[config.mk]
export PLATFORM = sky130hd
export DESIGN_NAME = spi_cmd_regbank_flat
export DESIGN_NICKNAME = d
export VERILOG_FILES = /design/src/rtl/spi_regbank_pkg.sv /design/src/rtl/spi_cmd_regbank_if.sv /design/src/rtl/spi_regbank_file.sv /design/src/rtl/spi_cmd_regbank.sv /design/src/flat_wrapper.sv
export SDC_FILE = /design/constraint.sdc
export NUM_CORES = 1
export LEC_CHECK = 0
export CAP_MARGIN = 20
export CORE_ASPECT_RATIO = 1.1
export CORE_MARGIN = 10
export CORE_UTILIZATION = 54
export CTS_BUF_LIST = sky130_fd_sc_hd__clkbuf_8
export DETAILED_ROUTE_END_ITERATION = 8
export PLACE_DENSITY = 0.95
export RECOVER_POWER = 25
export SYNTH_ARGS = -nofsm -noshare
export SYNTH_HDL_FRONTEND = slang
export SYNTH_HIERARCHICAL = 1
export SYNTH_SLANG_ARGS = --single-unit
[constraint.sdc]
create_clock -name clk -period 7.9 [get_ports clk]
set_clock_uncertainty 0.05 [all_clocks]
set_input_delay 1.58 -clock clk [delete_from_list [all_inputs] [get_ports clk]]
set_output_delay 1.58 -clock clk [all_outputs]
set_load 0.02 [all_outputs]
[src/rtl/spi_regbank_pkg.sv]
// ---------------------------------------------------------------------------
// spi_regbank_pkg
// Shared definitions for the SPI command register bank:
//   - state_e          : command FSM states (IDLE, ARMED_WR, ARMED_RD)
//   - BAD_RD_VAL_DFLT  : default word returned for reads of unmapped addresses
//   - rw_bit_idx       : position of the R/W flag inside the command byte
//   - in_rw_region /
//     in_ro_region     : address-region compares for the control / status windows
// ---------------------------------------------------------------------------
package spi_regbank_pkg;

  typedef enum logic [1:0] {
    ST_IDLE     = 2'd0,
    ST_ARMED_WR = 2'd1,
    ST_ARMED_RD = 2'd2
  } state_e;

  localparam logic [15:0] BAD_RD_VAL_DFLT = 16'hDEAD;

  // The R/W flag is the MSB of the command byte; the rest is the address.
  function automatic int rw_bit_idx(input int width_cmd);
    return width_cmd - 1;
  endfunction

  function automatic logic in_rw_region(input logic [31:0] addr,
                                        input logic [31:0] n_rw);
    return addr < n_rw;
  endfunction

  function automatic logic in_ro_region(input logic [31:0] addr,
                                        input logic [31:0] n_rw,
                                        input logic [31:0] n_ro);
    return (addr >= n_rw) && (addr < (n_rw + n_ro));
  endfunction

endpackage

[src/rtl/spi_cmd_regbank_if.sv]
// ---------------------------------------------------------------------------
// spi_cmd_regbank_if
// Link between the SPI slave front-end and the command register bank.
//   done_cmd  : 1-cycle pulse, command frame complete (Dcmd valid)
//   Dcmd      : received command byte {rw, addr}
//   done_data : 1-cycle pulse, data frame complete (Dout valid)
//   Dout      : received data word
//   Din       : word the front-end transmits on the next data frame
// Modports: master = front-end side, slave = register bank side.
// ---------------------------------------------------------------------------
interface spi_cmd_regbank_if #(
  parameter int WIDTH_CMD  = 8,
  parameter int WIDTH_DATA = 16
);

  logic                  done_cmd;
  logic [WIDTH_CMD-1:0]  Dcmd;
  logic                  done_data;
  logic [WIDTH_DATA-1:0] Dout;
  logic [WIDTH_DATA-1:0] Din;

  modport master (
    output done_cmd, Dcmd, done_data, Dout,
    input  Din
  );

  modport slave (
    input  done_cmd, Dcmd, done_data, Dout,
    output Din
  );

endinterface

[src/rtl/spi_regbank_file.sv]
// ---------------------------------------------------------------------------
// spi_regbank_file
// N_RW read/write control registers with one synchronous write port and one
// combinational read port.
//   clk, rst   : clock, synchronous active-high reset (regs -> RW_RST_VAL)
//   we         : write enable; waddr/wdata select the register and value
//   raddr      : combinational read address; rdata is '0 when out of range
//   ctrl_regs  : all registers flattened, reg k at [k*WIDTH_DATA +: WIDTH_DATA]
// ---------------------------------------------------------------------------
module spi_regbank_file
  import spi_regbank_pkg::*;
#(
  parameter int                    WIDTH_DATA = 16,
  parameter int                    N_RW       = 8,
  parameter int                    AW         = 7,
  parameter logic [WIDTH_DATA-1:0] RW_RST_VAL = '0
) (
  input  logic                       clk,
  input  logic                       rst,
  input  logic                       we,
  input  logic [AW-1:0]              waddr,
  input  logic [WIDTH_DATA-1:0]      wdata,
  input  logic [AW-1:0]              raddr,
  output logic [WIDTH_DATA-1:0]      rdata,
  output logic [N_RW*WIDTH_DATA-1:0] ctrl_regs
);

  logic [WIDTH_DATA-1:0] regs_q [N_RW];
  logic [WIDTH_DATA-1:0] regs_d [N_RW];

  always_comb begin
    regs_d = regs_q;
    for (int k = 0; k < N_RW; k++) begin
      if (we && in_rw_region(32'(waddr), 32'(N_RW)) && (32'(waddr) == 32'(k))) begin
        regs_d[k] = wdata;
      end
    end
  end

  always_ff @(posedge clk) begin
    if (rst) begin
      for (int k = 0; k < N_RW; k++) begin
        regs_q[k] <= RW_RST_VAL;
      end
    end else begin
      regs_q <= regs_d;
    end
  end

  always_comb begin
    rdata = '0;
    for (int k = 0; k < N_RW; k++) begin
      if (32'(raddr) == 32'(k)) begin
        rdata = regs_q[k];
      end
    end
  end

  always_comb begin
    for (int k = 0; k < N_RW; k++) begin
      ctrl_regs[k*WIDTH_DATA +: WIDTH_DATA] = regs_q[k];
    end
  end

endmodule

[src/rtl/spi_cmd_regbank.sv]
// ---------------------------------------------------------------------------
// spi_cmd_regbank
// Decodes SPI command/data frames from the slave front-end into accesses to a
// bank of control registers (read/write) and a window of status words
// (read-only), and supplies the word to shift out on the next data frame.
//   clk, rst   : clock, synchronous active-high reset
//   bus        : spi_cmd_regbank_if.slave (done_cmd, Dcmd, done_data, Dout, Din)
//   ctrl_regs  : flattened control registers, reg k at [k*WIDTH_DATA +: WIDTH_DATA]
//   status_in  : flattened status words from the fabric
//   wr_strobe  : 1-cycle pulse when a control register is written
//   wr_addr    : address of the last write, valid with wr_strobe
//   err        : 1-cycle pulse on a protocol or address error
// Optional feature, macro SPI_REGBANK_AUTO_INC_EN: burst access. Each data
// frame advances the latched address and the bank stays armed until a new
// command or a (silent) timeout. Undefined: one access per command.
// ---------------------------------------------------------------------------
module spi_cmd_regbank
  import spi_regbank_pkg::*;
#(
  parameter int                    WIDTH_CMD   = 8,
  parameter int                    WIDTH_DATA  = 16,
  parameter int                    N_RW        = 8,
  parameter int                    N_RO        = 4,
  parameter logic [WIDTH_DATA-1:0] RW_RST_VAL  = '0,
  parameter logic [WIDTH_DATA-1:0] BAD_RD_VAL  = WIDTH_DATA'(BAD_RD_VAL_DFLT),
  parameter int                    TIMEOUT_CYC = 65535
) (
  input  logic                       clk,
  input  logic                       rst,
  spi_cmd_regbank_if.slave           bus,
  output logic [N_RW*WIDTH_DATA-1:0] ctrl_regs,
  input  logic [N_RO*WIDTH_DATA-1:0] status_in,
  output logic                       wr_strobe,
  output logic [WIDTH_CMD-2:0]       wr_addr,
  output logic                       err
);

  localparam int RW_BIT = rw_bit_idx(WIDTH_CMD);
  localparam int AW     = WIDTH_CMD - 1;
  localparam int CNT_W  = $clog2(TIMEOUT_CYC + 1);

  state_e                state_q, state_d;
  logic [AW-1:0]         addr_q, addr_d;
  logic [CNT_W-1:0]      cnt_q, cnt_d;
  logic                  served_q, served_d;
  logic [WIDTH_DATA-1:0] din_q, din_d;
  logic                  wr_strobe_q, wr_strobe_d;
  logic [AW-1:0]         wr_addr_q, wr_addr_d;
  logic                  err_q, err_d;

  logic                  cmd_rw;
  logic [AW-1:0]         cmd_addr;
  logic                  err_ctl;
  logic                  rd_err;
  logic                  we;
  logic                  rd_en;
  logic [AW-1:0]         raddr;
  logic [WIDTH_DATA-1:0] rf_rdata;
  logic [WIDTH_DATA-1:0] rd_word;
  logic [WIDTH_DATA-1:0] st_word;

  assign cmd_rw   = bus.Dcmd[RW_BIT];
  assign cmd_addr = bus.Dcmd[RW_BIT-1:0];

  spi_regbank_file #(
    .WIDTH_DATA (WIDTH_DATA),
    .N_RW       (N_RW),
    .AW         (AW),
    .RW_RST_VAL (RW_RST_VAL)
  ) u_file (
    .clk       (clk),
    .rst       (rst),
    .we        (we),
    .waddr     (addr_q),
    .wdata     (bus.Dout),
    .raddr     (raddr),
    .rdata     (rf_rdata),
    .ctrl_regs (ctrl_regs)
  );

  // Control: the data frame is resolved against the current state first,
  // then a command in the same cycle is decoded on top of the result.
  always_comb begin
    state_d     = state_q;
    addr_d      = addr_q;
    cnt_d       = cnt_q;
    served_d    = served_q;
    wr_strobe_d = 1'b0;
    wr_addr_d   = wr_addr_q;
    err_ctl     = 1'b0;
    we          = 1'b0;
    rd_en       = 1'b0;
    raddr       = addr_q;

    if (state_q != ST_IDLE) begin
      cnt_d = cnt_q + 1'b1;
    end

    if (bus.done_data) begin
      case (state_q)
        ST_ARMED_WR: begin
          if (in_rw_region(32'(addr_q), 32'(N_RW))) begin
            we          = 1'b1;
            wr_strobe_d = 1'b1;
            wr_addr_d   = addr_q;
          end else begin
            err_ctl = 1'b1;
          end
`ifdef SPI_REGBANK_AUTO_INC_EN
          addr_d   = addr_q + 1'b1;
          served_d = 1'b1;
          cnt_d    = '0;
`else
          state_d  = ST_IDLE;
          cnt_d    = '0;
`endif
        end
        ST_ARMED_RD: begin
`ifdef SPI_REGBANK_AUTO_INC_EN
          addr_d   = addr_q + 1'b1;
          served_d = 1'b1;
          cnt_d    = '0;
          rd_en    = 1'b1;
          raddr    = addr_q + 1'b1;
`else
          state_d  = ST_IDLE;
          cnt_d    = '0;
`endif
        end
        default: err_ctl = 1'b1;  // data frame with no command armed
      endcase
    end else if ((state_q != ST_IDLE) && (cnt_q == CNT_W'(TIMEOUT_CYC - 1))) begin
      state_d = ST_IDLE;
      cnt_d   = '0;
`ifdef SPI_REGBANK_AUTO_INC_EN
      // Timeout is the normal end of a burst, so it is not an error.
`else
      err_ctl = 1'b1;
`endif
    end

    if (bus.done_cmd) begin
      // A command still armed here never saw its data frame: it is abandoned.
      if ((state_d != ST_IDLE) && !served_d) begin
        err_ctl = 1'b1;
      end
      addr_d   = cmd_addr;
      cnt_d    = '0;
      served_d = 1'b0;
      if (cmd_rw) begin
        state_d = ST_ARMED_WR;
      end else begin
        state_d = ST_ARMED_RD;
        rd_en   = 1'b1;
        raddr   = cmd_addr;
      end
    end
  end

  // A write and a read of the same register in one cycle returns the new
  // value, matching the data-then-command ordering above.
  assign rd_word = (we && (raddr == addr_q)) ? bus.Dout : rf_rdata;

  // Read source selection; the status word is captured once, here.
  always_comb begin
    din_d   = din_q;
    rd_err  = 1'b0;
    st_word = '0;
    for (int k = 0; k < N_RO; k++) begin
      if (32'(raddr) == 32'(N_RW + k)) begin
        st_word = status_in[k*WIDTH_DATA +: WIDTH_DATA];
      end
    end
    if (rd_en) begin
      if (in_rw_region(32'(raddr), 32'(N_RW))) begin
        din_d = rd_word;
      end else if (in_ro_region(32'(raddr), 32'(N_RW), 32'(N_RO))) begin
        din_d = st_word;
      end else begin
        din_d  = BAD_RD_VAL;
        rd_err = 1'b1;
      end
    end
  end

  // All error causes of one cycle merge into a single pulse.
  assign err_d = err_ctl | rd_err;

  always_ff @(posedge clk) begin
    if (rst) begin
      state_q     <= ST_IDLE;
      addr_q      <= '0;
      cnt_q       <= '0;
      served_q    <= 1'b0;
      din_q       <= '0;
      wr_strobe_q <= 1'b0;
      wr_addr_q   <= '0;
      err_q       <= 1'b0;
    end else begin
      state_q     <= state_d;
      addr_q      <= addr_d;
      cnt_q       <= cnt_d;
      served_q    <= served_d;
      din_q       <= din_d;
      wr_strobe_q <= wr_strobe_d;
      wr_addr_q   <= wr_addr_d;
      err_q       <= err_d;
    end
  end

  assign bus.Din   = din_q;
  assign wr_strobe = wr_strobe_q;
  assign wr_addr   = wr_addr_q;
  assign err       = err_q;

endmodule

[src/flat_wrapper.sv]
// flat-port wrapper written by rule: the top's interface ports become plain ports
module spi_cmd_regbank_flat import spi_regbank_pkg::*;
#(
  parameter int                    WIDTH_CMD   = 8,
  parameter int                    WIDTH_DATA  = 16,
  parameter int                    N_RW        = 8,
  parameter int                    N_RO        = 4,
  parameter logic [WIDTH_DATA-1:0] RW_RST_VAL  = '0,
  parameter logic [WIDTH_DATA-1:0] BAD_RD_VAL  = WIDTH_DATA'(BAD_RD_VAL_DFLT),
  parameter int                    TIMEOUT_CYC = 65535
)
  (clk, rst, ctrl_regs, status_in, wr_strobe, wr_addr, err, bus_done_cmd, bus_Dcmd, bus_done_data, bus_Dout, bus_Din);
  spi_cmd_regbank_if #(.WIDTH_CMD(WIDTH_CMD), .WIDTH_DATA(WIDTH_DATA)) bus_i ();
  input  logic clk;
  input  logic rst;
  output logic [N_RW*WIDTH_DATA-1:0] ctrl_regs;
  input  logic [N_RO*WIDTH_DATA-1:0] status_in;
  output logic wr_strobe;
  output logic [WIDTH_CMD-2:0] wr_addr;
  output logic err;
  input wire logic [$bits(bus_i.done_cmd)-1:0] bus_done_cmd;
  input wire logic [$bits(bus_i.Dcmd)-1:0] bus_Dcmd;
  input wire logic [$bits(bus_i.done_data)-1:0] bus_done_data;
  input wire logic [$bits(bus_i.Dout)-1:0] bus_Dout;
  output wire logic [$bits(bus_i.Din)-1:0] bus_Din;
  assign bus_i.done_cmd = bus_done_cmd;
  assign bus_i.Dcmd = bus_Dcmd;
  assign bus_i.done_data = bus_done_data;
  assign bus_i.Dout = bus_Dout;
  assign bus_Din = bus_i.Din;
  spi_cmd_regbank #(.WIDTH_CMD(WIDTH_CMD), .WIDTH_DATA(WIDTH_DATA), .N_RW(N_RW), .N_RO(N_RO), .RW_RST_VAL(RW_RST_VAL), .BAD_RD_VAL(BAD_RD_VAL), .TIMEOUT_CYC(TIMEOUT_CYC)) u_core (.clk(clk), .rst(rst), .bus(bus_i), .ctrl_regs(ctrl_regs), .status_in(status_in), .wr_strobe(wr_strobe), .wr_addr(wr_addr), .err(err));
endmodule
==> metrics.md, run 1 <==
| Metric | Value |
|---|---|
| Status | `finished clean` |
| P per Cell Area | `158 nW/µm²` |
| Number of distinct library cells after synthesis | `65` |
| Syn Area/Cell | `8.45 µm²` |
| RSZ-0062 raised after global routing | `false` |
| Ys async rst share | `0` |
| Die area | `22000 µm²` |
| Hold Buf Count CTS | `0` |
| Clock slew at reported path FFs | `0.09 ns` |
| Area leader, netlist | `dfxtp_1` |
| Initial antenna violation count | `0` |
| Synth area leaders | `dfxtp_1 (40%), nand2_1 (9.0%), mux2i_1 (8.7%)` |
| EDFF count, synth | `0` |
| HPWL Detailed | `24400 µm` |
| N_diodes | `0` |
| Reg2reg path depth | `6` |
| Min-Delay Path Depth | `1` |
| Nature of the critical path endpoint | `flip-flop` |
| Max FO, Critical Path | `27` |
| Grt ovf | `0` |
| Max-cap violations | `0` |
| Root Driver | `clkbuf_8` |
| Drt pass-1 iters | `8` |
| Worst min path class | `reg -> reg` |
| Sequential share of the synthesized area | `0.400` |
| GPL Wtd Cong | `0.948` |
| Routed wire length | `34000 µm` |
| Setup-failing EPs final | `0` |
| Crit-path cells | `dlygate4sd3_1 -> nand2b_1 -> a21oi_1 -> inv_1 -> buf_4 -> o311ai_0 -> o21ai_0 -> a221oi_1 -> mux2_2 -> a211oi_1 -> nor3_1` |
| Post-synthesis to final-layout area growth | `30.8%` |
| Critical path's largest stage delay | `1.01 ns` |
| Worst path required time | `8.25 ns` |
| Synth Cell Area | `8900 µm²` |
| Final std cells w/o fill | `1456` |
| FMAX | `0.178 GHz` |
| Num CTS Buffers | `17` |
| # clock sinks | `178` |
| Worst slew pin tran | `1.09 ns` |
| CTS tree | `done` |
| I/O Pins | `245` |
| Initial core utilization | `0.548` |
| Crit path kind | `in -> reg` |
| DR WL/cell | `23.4 µm` |
| Via Count | `9014` |
| DR vias/cell | `6.19` |
| I/O Buffers | `244` |
| Vias in the first global route | `8949` |
| Synth Net Count | `1152` |
| Share of the synthesized area in the top cell type | `0.400` |
| Pleak | `4.43 nW` |
| Clock period minus worst slack | `5.61 ns` |
| Clock Path Buffers | `2` |
| Nets | `1337` |
| Overall die width | `142 µm` |
| CORE AREA | `16200 µm²` |
| Layout filler cell count | `1171` |
| DRT iter0 DRCs | `1251` |
| GR Util All Layers | `0.294` |
| Final hold vios | `0` |
| Setup_tns | `0 ns` |
| Detailed-route DRC error count | `0` |
| Htree depth | `4` |
| Synth Flop Type | `dfxtp_1` |
| Synth Register Bits | `178` |
| Setup slack, reg-to-reg | `4.03 ns` |
| Final hold slack | `0.418 ns` |
| Post-Synthesis Cells | `1054` |
| Largest net degree at the start of global routing | `106` |
| Clk_lat worst skew | `0.48 ns` |
| Final Max Slew Viols | `0` |
| Antenna Nets Post-Route | `0` |
| Die height | `155 µm` |
| CP startpoint kind | `primary input` |
| Placed cell count | `1423` |
| Global-route wire length before repair | `51100 µm` |
| Slew Limit Headroom | `0.272` |
| Worst VDD drop | `0.000143 V` |
| Part of the cycle the worst path needs | `0.710` |
| Num rows | `49` |
| Max stage delay cell, worst path | `dlygate4sd3_1` |
| Arrival @ worst endpoint | `5.96 ns` |
| Share of cells above drive strength 1 | `0.0727` |
| Post-CTS Resized | `0` |
| Synthesis Warnings | `6` |
| Post-CTS Setup Inserts | `0` |
==> final timing paths <==
path / from / end
worst max-delay path: bus_done_cmd / u_core/bus.Din[13]
worst max register to register: u_core/addr_q[4] / u_core/u_file/ctrl_regs[77]
worst min register to register: u_core/wr_addr[6] / u_core/wr_addr[6]
worst min-delay path: u_core/wr_addr[6] / u_core/wr_addr[6]
==> cells by family after synthesis <==
group           Yosys count  synth area share
simple gates            413             0.210
compound gates          212             0.154
flops                   178             0.400
buf+inv                 118            0.0671
mux                     106             0.140
xor+xnor                 21            0.0207
fa+ha+maj                 6           0.00843
==> synth_stat cells, types with 9 or more instances <==
master / number
dfxtp_1: 178
buf_6: 9
a211oi_1: 12
mux2i_1: 77
xor2_1: 17
clkbuf_1: 34
a221oi_1: 12
o22ai_1: 10
nor2_1: 111
and3_1: 11
nand3_1: 11
nand2_1: 214
mux2_2: 16
mux4_2: 13
o21ai_0: 17
buf_2: 32
a22oi_1: 10
inv_1: 29
o221ai_1: 13
a21oi_1: 102
nor3_1: 10
==> worst max-delay path: cells and delay by family <==
kind,cells,cell delay (ns)
mux,1,0.21
simple gates,2,0.71
buf+inv,3,1.85
compound gates,5,1.59
==> flip-flops by register name (all words and copies together), names as in the netlist <==
name and count:
u_core/addr_q 7, u_core/bus.Din 16, u_core/cnt_q 16, u_core/err 1, u_core/state_q 2, u_core/u_file/ctrl_regs 128
u_core/wr_addr 7, u_core/wr_strobe 1
==> routing by layer <==
layer  share of wire  track usage
met1            0.38        0.359
met2            0.45        0.460
met3            0.13       0.0959
met4           0.045        0.138
met5               0            0
==> placed cells by master (no fill, tap or decap), types with 3 or more instances in the layout <==
| cell | n |
|---|---|
| a211oi_1 | 12 |
| a21o_1 | 5 |
| a21oi_1 | 102 |
| a221o_1 | 5 |
| a221oi_1 | 12 |
| a221oi_2 | 4 |
| a22oi_1 | 10 |
| a311oi_1 | 5 |
| and2_1 | 7 |
| and3_1 | 11 |
| and3b_1 | 3 |
| buf_4 | 10 |
| bufinv_16 | 3 |
| clkbuf_8 | 17 |
| clkdlybuf4s50_1 | 191 |
| dfxtp_1 | 178 |
| dlygate4sd3_1 | 52 |
| ha_1 | 6 |
| inv_1 | 29 |
| inv_6 | 6 |
| inv_8 | 3 |
| mux2_2 | 16 |
| mux2i_1 | 77 |
| mux4_2 | 13 |
| nand2_1 | 213 |
| nand2b_1 | 6 |
| nand3_1 | 11 |
| nand4_1 | 4 |
| nor2_1 | 111 |
| nor2b_1 | 5 |
| nor3_1 | 9 |
| o2111ai_1 | 3 |
| o21ai_0 | 18 |
| o221ai_1 | 13 |
| o22ai_1 | 10 |
| o2bb2ai_1 | 4 |
| o311ai_0 | 4 |
| or3_1 | 7 |
| xnor2_1 | 4 |
| xor2_1 | 17 |
==> power breakdown <==
group | internal, mW | switching [mW]
Sequential | 0.907 | 0.0124
Clock | 0.323 | 0.360
Combinational | 0.101 | 0.137
==> per-stage QoR <==
stage          total power [mW]  instance area (µm²)  worst slack [ns]   util
5_1_grt                    1.90                11600              2.02  0.717
6_report                   1.84                11600              2.29  0.717
2_1_floorplan              1.07                 8900              3.48      -
4_1_cts                    1.84                11600              2.57  0.716
3_5_place_dp               1.18                11200              2.13  0.690
3_3_place_gp               1.17                11200              2.25  0.688
==> area by class of cell <==
type / instances / area, µm² / share of cell area
inverter: 29 / 109 / 0.00935
tap: 204 / 255 / 0.0219
multi-input combinational: 758 / 4750 / 0.408
sequential: 178 / 3560 / 0.306
clock inverter: 15 / 193 / 0.0165
clock buffer: 17 / 234 / 0.0201
timing repair buffer: 255 / 2540 / 0.218
Power figures use the tool's default switching activity.
==> run 2: changes to the inputs <==
--- a/config.mk
+++ b/config.mk
@@ -8,10 +8,10 @@
 export CAP_MARGIN = 20
 export CORE_ASPECT_RATIO = 1.1
 export CORE_MARGIN = 10
-export CORE_UTILIZATION = 54
+export CORE_UTILIZATION = 45
 export CTS_BUF_LIST = sky130_fd_sc_hd__clkbuf_8
 export DETAILED_ROUTE_END_ITERATION = 8
-export PLACE_DENSITY = 0.95
+export PLACE_DENSITY = 0.89
 export RECOVER_POWER = 25
 export SYNTH_ARGS = -nofsm -noshare
 export SYNTH_HDL_FRONTEND = slang
==> constraint.sdc (replaced) <==
create_clock -name clk -period 5 [get_ports clk]
set_clock_uncertainty 0.05 [all_clocks]
set_input_delay 1 -clock clk [delete_from_list [all_inputs] [get_ports clk]]
set_output_delay 1 -clock clk [all_outputs]
set_load 0.02 [all_outputs]
==> run 2 against run 1 <==
The flow now finishes with violations (capacitance limit, slew limit). Worst setup slack worse by 1.6 ns. Routed wire length is 2.0% higher. Final cell count increased by 3.8%. Sequential power grew 59%. Die area rose by 17%. Total power increased by 59%. Critical path depth rose by 2. Clock-buffer cell count is the same. Combinational power rose by 60%. Cell area rose by 1.1%. Non-clock buffer count rose by 12. Largest power group unchanged. Highest routed layer is now met5.
==> metrics.md, run 2 (same netlist as run 1, synthesis figures left out) <==
| Metric | Value |
|---|---|
| Die area | `25800 µm² (was 22000 µm²)` |
| Routed wire length | `34700 µm (was 34000 µm)` |
| Share of cells above drive strength 1 | `0.0807 (was 0.0727)` |
| Reg2Reg Launch Point | `u_core/addr_q[4] (unchanged)` |
| Crit path kind | `in -> reg (unchanged)` |
| Arrival @ worst endpoint | `4.61 ns (was 5.96 ns)` |
| N_diodes | `0 (unchanged)` |
| I/O Pins | `245 (unchanged)` |
| CTS tree | `done (unchanged)` |
| Post-CTS Resized | `0 (unchanged)` |
| # clock sinks | `178 (unchanged)` |
| FMAX | `0.234 GHz` |
| Detailed-route DRC error count | `0 (unchanged)` |
| Pleak | `4.47 nW (was 4.43 nW)` |
| Worst min path class | `reg -> reg (unchanged)` |
| Global-route wire length before repair | `51500 µm (was 51100 µm)` |
| Hold Buf Count CTS | `0 (unchanged)` |
| Slew Limit Headroom | `-0.106 (was 0.272)` |
| Htree depth | `4 (unchanged)` |
| Worst VDD drop | `0.000171 V (was 0.000143 V)` |
| Clock period minus worst slack | `4.27 ns` |
| CORE AREA | `19300 µm² (was 16200 µm²)` |
| Nets | `1349 (was 1337)` |
| Commonest non-fill, non-tap cell in the layout | `nand2_1 (unchanged)` |
| Most frequent cells in the layout | `nand2_1 (213), clkdlybuf4s50_1 (192), dfxtp_1 (178) (was nand2_1 (213), clkdlybuf4s50_1 (191), dfxtp_1 (178))` |
| Grt ovf | `0 (unchanged)` |
| Overall die width | `154 µm (was 142 µm)` |
| Initial antenna violation count | `0 (unchanged)` |
| Status | `complete, but fails checks (was finished clean)` |
| Post-synthesis to final-layout area growth | `32.2% (was 30.8%)` |
| I/O Buffers | `244 (unchanged)` |
| Core Util, Final | `0.610 (was 0.717)` |
| Via Count | `9001 (was 9014)` |
| Hold Startpoint | `u_core/wr_addr[3] (was u_core/wr_addr[6])` |
| Drt pass-1 iters | `5 (was 8)` |
| CP startpoint | `bus_done_cmd (unchanged)` |
| Antenna Nets Post-Route | `0 (unchanged)` |
| Final Max Slew Viols | `162 (was 0)` |
| Largest net degree at the start of global routing | `81 (was 106)` |
| Max FO, Critical Path | `32 (was 27)` |
| RSZ-0062 raised after global routing | `false (unchanged)` |
| Final hold vios | `0 (unchanged)` |
| HPWL Detailed | `25400 µm (was 24400 µm)` |
| Root Driver | `clkbuf_8 (unchanged)` |
| DR vias/cell | `5.96 (was 6.19)` |
| Worst path required time | `5.35 ns (was 8.25 ns)` |
| Clk_lat worst skew | `0.50 ns (was 0.48 ns)` |
| Worst slew pin tran | `1.66 ns (was 1.09 ns)` |
| P per Cell Area | `249 nW/µm² (was 158 nW/µm²)` |
| Clock Path Buffers | `2 (unchanged)` |
| Initial core utilization | `0.461 (was 0.548)` |
| GR Util All Layers | `0.250 (was 0.294)` |
| Max reg flops | `128 (unchanged)` |
| DRT iter0 DRCs | `1122 (was 1251)` |
| CP startpoint kind | `primary input (unchanged)` |
| GPL Wtd Cong | `0.923 (was 0.948)` |
| Failing checks | `capacitance limit, slew limit` |
| Nature of the critical path endpoint | `flip-flop (unchanged)` |
| Setup slack, reg-to-reg | `1.71 ns (was 4.03 ns)` |
| Part of the cycle the worst path needs | `0.854` |
| Max-cap violations | `2 (was 0)` |
| Setup_tns | `0 ns (unchanged)` |
| Post-CTS Setup Inserts | `0 (unchanged)` |
| Num rows | `53 (was 49)` |
| Die height | `168 µm (was 155 µm)` |
| DR WL/cell | `23.0 µm (was 23.4 µm)` |
| Vias in the first global route | `8874 (was 8949)` |
| Setup-failing EPs final | `0 (unchanged)` |
| Clock slew at reported path FFs | `0.10 ns (was 0.09 ns)` |
| Num CTS Buffers | `17 (unchanged)` |
==> run 2: changes by cell type in the layout (fill, tap and decap cells not counted), moves of 2 or more <==
cell / previous run / this run
buf_4: 10 / 20
inv_6: 6 / 2
clkinv_8: 0 / 3
inv_8: 3 / 6
and2_0: 1 / 3
and2_1: 7 / 5
clkbuf_2: 0 / 2
==> run 2: critical path, cell delays in order <==
cell and delay [ns]:
dlygate4sd3_1 0.69, nor2b_2 0.23, buf_4 0.18, and2_1 0.17, a21oi_1 0.44, inv_1 0.34, buf_4 0.34, o311ai_0 0.33
o21ai_0 0.14, a221oi_1 0.30, mux2_2 0.21, a211oi_1 0.07, nor3_1 0.17
==> run 2: path summary, 6_finish.rpt <==
kind,end,depth (start not counted)
worst max-delay path,u_core/bus.Din[13],13
worst min-delay path,u_core/wr_addr[3],1
worst max register to register,u_core/u_file/ctrl_regs[125],7
worst min register to register,u_core/wr_addr[3],1
==> run 2: layout make-up <==
type	instances	area [µm²]
inverter	29	109
multi-input combinational	758	4750
tap	247	309
clock inverter	15	210
sequential	178	3560
fill	1559	7530
clock buffer	17	234
timing repair buffer	267	2600
==> run 2: layer usage <==
layer	wire, µm	track usage	vias up
li1	-	-	4057
met1	12500	0.273	4206
met2	16600	0.416	604
met3	3650	0.0792	132
met4	1970	0.150	2
met5	23	0	-
==> run 2: where the power goes <==
| group | switching (mW) | internal, mW | leakage, nW |
|---|---|---|---|
| combinational | 0.218 | 0.163 | 2.82 |
| clock | 0.614 | 0.479 | 0.221 |
| sequential | 0.0213 | 1.43 | 1.44 |
==> run 2: through the flow <==
stage          setup slack, ns  area, µm²  cells  total power [mW]  hold WS [ns]
6_report                 0.731      11800   1511              2.93         0.417
2_1_floorplan             1.16       8900   1054              1.69         0.422
4_1_cts                  0.888      11800   1510              2.93         0.424
3_5_place_dp             0.397      11300   1478              1.86         0.397
3_3_place_gp             0.548      11300   1478              1.85         0.396
5_1_grt                  0.504      11800   1511              3.02         0.445
==> run 3: changes to the inputs <==
--- a/config.mk
+++ b/config.mk
@@ -9,7 +9,7 @@
 export CORE_ASPECT_RATIO = 1.1
 export CORE_MARGIN = 10
 export CORE_UTILIZATION = 45
-export CTS_BUF_LIST = sky130_fd_sc_hd__clkbuf_8
+export CTS_BUF_LIST = sky130_fd_sc_hd__clkbuf_4
 export DETAILED_ROUTE_END_ITERATION = 8
 export PLACE_DENSITY = 0.89
 export RECOVER_POWER = 25
==> run 3 against run 2 <==
The run still ends with capacitance limit, slew limit left. Routed wire length is 0.51% lower. Clock power is 15% lower. Fmax is 2.0% higher. Worst hold slack better by 0.012 ns. Final cell count stayed put. Largest power group unchanged. Die area stayed put. Global-route usage is 0.11 points lower. Utilization is 0.54 points lower. Combinational power hardly changed.
==> metrics.md, run 3 (same netlist as run 1, synthesis figures left out) <==
| Metric | Value |
|---|---|
| Clock period minus worst slack | `4.19 ns (was 4.27 ns)` |
| Routed wire length | `34500 µm (was 34700 µm)` |
| Max reg flops | `128 (unchanged)` |
| P per Cell Area | `237 nW/µm² (was 249 nW/µm²)` |
| I/O Buffers | `244 (unchanged)` |
| Placed cell count | `1478 (unchanged)` |
| Die area | `25800 µm² (unchanged)` |
| Post-synthesis to final-layout area growth | `31.1% (was 32.2%)` |
| # clock sinks | `178 (unchanged)` |
| Met1 Use GR | `0.274 (was 0.273)` |
| DRT iter0 DRCs | `1061 (was 1122)` |
| Failing checks | `capacitance limit, slew limit (unchanged)` |
| Most frequent cells in the layout | `nand2_1 (213), clkdlybuf4s50_1 (192), dfxtp_1 (178) (unchanged)` |
| Clock Path Buffers | `2 (unchanged)` |
| Antenna Nets Post-Route | `0 (unchanged)` |
| Setup-failing EPs final | `0 (unchanged)` |
| Worst VDD drop | `0.000146 V (was 0.000171 V)` |
| Arrival @ worst endpoint | `4.48 ns (was 4.61 ns)` |
| Clk_lat worst skew | `0.62 ns (was 0.50 ns)` |
| Share of cells above drive strength 1 | `0.0799 (was 0.0807)` |
| Slew Limit Headroom | `-1.37 (was -0.106)` |
| CORE AREA | `19300 µm² (unchanged)` |
| DR WL/cell | `22.8 µm (was 23.0 µm)` |
| Overall die width | `154 µm (unchanged)` |
| Worst path required time | `5.29 ns (was 5.35 ns)` |
| Num rows | `53 (unchanged)` |
| Final std cells w/o fill | `1511 (unchanged)` |
| Worst slew pin tran | `3.56 ns (was 1.66 ns)` |
| Worst min path class | `reg -> reg (unchanged)` |
| GPL Wtd Cong | `0.923 (unchanged)` |
| Grt met3 use | `0.0764 (was 0.0792)` |
| Detailed-route DRC error count | `0 (unchanged)` |
| Post-CTS Setup Inserts | `0 (unchanged)` |
| Nets | `1349 (unchanged)` |
| Crit path kind | `in -> reg (unchanged)` |
| I/O Pins | `245 (unchanged)` |
| Largest net degree at the start of global routing | `81 (unchanged)` |
| Final Max Slew Viols | `81 (was 162)` |
| Hold Buf Count CTS | `0 (unchanged)` |
| Die height | `168 µm (unchanged)` |
| Gr busiest metal | `met2 (unchanged)` |
| GR Util All Layers | `0.249 (was 0.250)` |
| N_diodes | `0 (unchanged)` |
| CTS tree | `done (unchanged)` |
| Setup_tns | `0 ns (unchanged)` |
| FMAX | `0.239 GHz (was 0.234 GHz)` |
| Htree depth | `4 (unchanged)` |
| Grt ovf | `0 (unchanged)` |
| Pleak | `4.43 nW (was 4.47 nW)` |
| Initial antenna violation count | `0 (unchanged)` |
| Part of the cycle the worst path needs | `0.838 (was 0.854)` |
| Status | `complete, but fails checks (unchanged)` |
| Drt pass-1 iters | `6 (was 5)` |
| Num CTS Buffers | `17 (unchanged)` |
| Vias in the first global route | `8844 (was 8874)` |
| Via Count | `9043 (was 9001)` |
| Post-CTS Resized | `0 (unchanged)` |
| DR vias/cell | `5.98 (was 5.96)` |
| Design Power | `2.76 mW (was 2.93 mW)` |
| Nature of the critical path endpoint | `flip-flop (unchanged)` |
| CP startpoint kind | `primary input (unchanged)` |
| Final hold vios | `0 (unchanged)` |
| Max FO, Critical Path | `10 (was 32)` |
| HPWL Detailed | `25400 µm (unchanged)` |
| Max-cap violations | `1 (was 2)` |
| RSZ-0062 raised after global routing | `false (unchanged)` |
| Initial core utilization | `0.461 (unchanged)` |
| Met2 Use GR | `0.421 (was 0.416)` |
| Clock slew at reported path FFs | `0.16 ns (was 0.10 ns)` |
| Global-route wire length before repair | `51100 µm (was 51500 µm)` |
| Commonest non-fill, non-tap cell in the layout | `nand2_1 (unchanged)` |
| Root Driver | `clkbuf_4 (was clkbuf_8)` |
==> run 3: cell types whose count changed in the layout (fill, tap and decap cells not counted), sizes merged <==
cell,before,now
clkbuf,21,20
buf,20,21
==> run 3: where the power goes <==
part | leakage (nW) | total [mW] | internal (mW) | switching (mW)
sequential | 1.44 | 1.46 | 1.44 | 0.0212
combinational | 2.81 | 0.380 | 0.163 | 0.217
clock | 0.177 | 0.923 | 0.332 | 0.591
total | 4.43 | 2.76 | 1.93 | 0.830
==> run 3: final timing paths <==
kind | startpoint | end | slack, ns | cells after the start
worst max-delay path | bus_done_cmd | u_core/bus.Din[1] | 0.81 | 12
worst min-delay path | u_core/wr_addr[3] | u_core/wr_addr[3] | 0.43 | 1
worst max register to register | u_core/addr_q[3] | u_core/u_file/ctrl_regs[35] | 1.72 | 8
worst min register to register | u_core/wr_addr[3] | u_core/wr_addr[3] | 0.43 | 1
==> run 3: final cells by class <==
cell class              instances  area, µm²
fillers                      1575       7630
multi-input cells             758       4750
flip-flops and latches        178       3560
repair buffers                267       2600
well taps                     247        309
clock inverters                15        210
clock buffers                  17        128
inverters                      29        109
==> run 3: metrics by stage <==
step | hold slack (ns) | worst slack (ns) | area [µm²] | utilization
2_1_floorplan | 0.422 | 1.16 | 8900 | -
3_3_place_gp | 0.396 | 0.548 | 11300 | 0.587
3_5_place_dp | 0.397 | 0.397 | 11300 | 0.587
4_1_cts | 0.435 | 1.04 | 11700 | 0.605
5_1_grt | 0.453 | 0.617 | 11700 | 0.605
6_report | 0.429 | 0.812 | 11700 | 0.605
==> run 3: metal layers <==
| metal | vias up | wire [µm] | share of wire |
|---|---|---|---|
| li1 | 4055 | - | - |
| met1 | 4284 | 12400 | 0.36 |
| met2 | 578 | 16800 | 0.49 |
| met3 | 126 | 3540 | 0.10 |
| met4 | 0 | 1780 | 0.051 |
| met5 | - | 0 | 0 |
==> run 3: worst max-delay path, stage by stage <==
cell and delay [ns]:
dlygate4sd3_1 0.78, nand2b_1 0.27, buf_4 0.24, nand2_1 0.07
nand2_1 0.11, nor4_4 0.55, nand3_1 0.43, o221ai_1 0.33
a21oi_1 0.10, mux2_2 0.28, a211oi_1 0.25, nor3_1 0.07
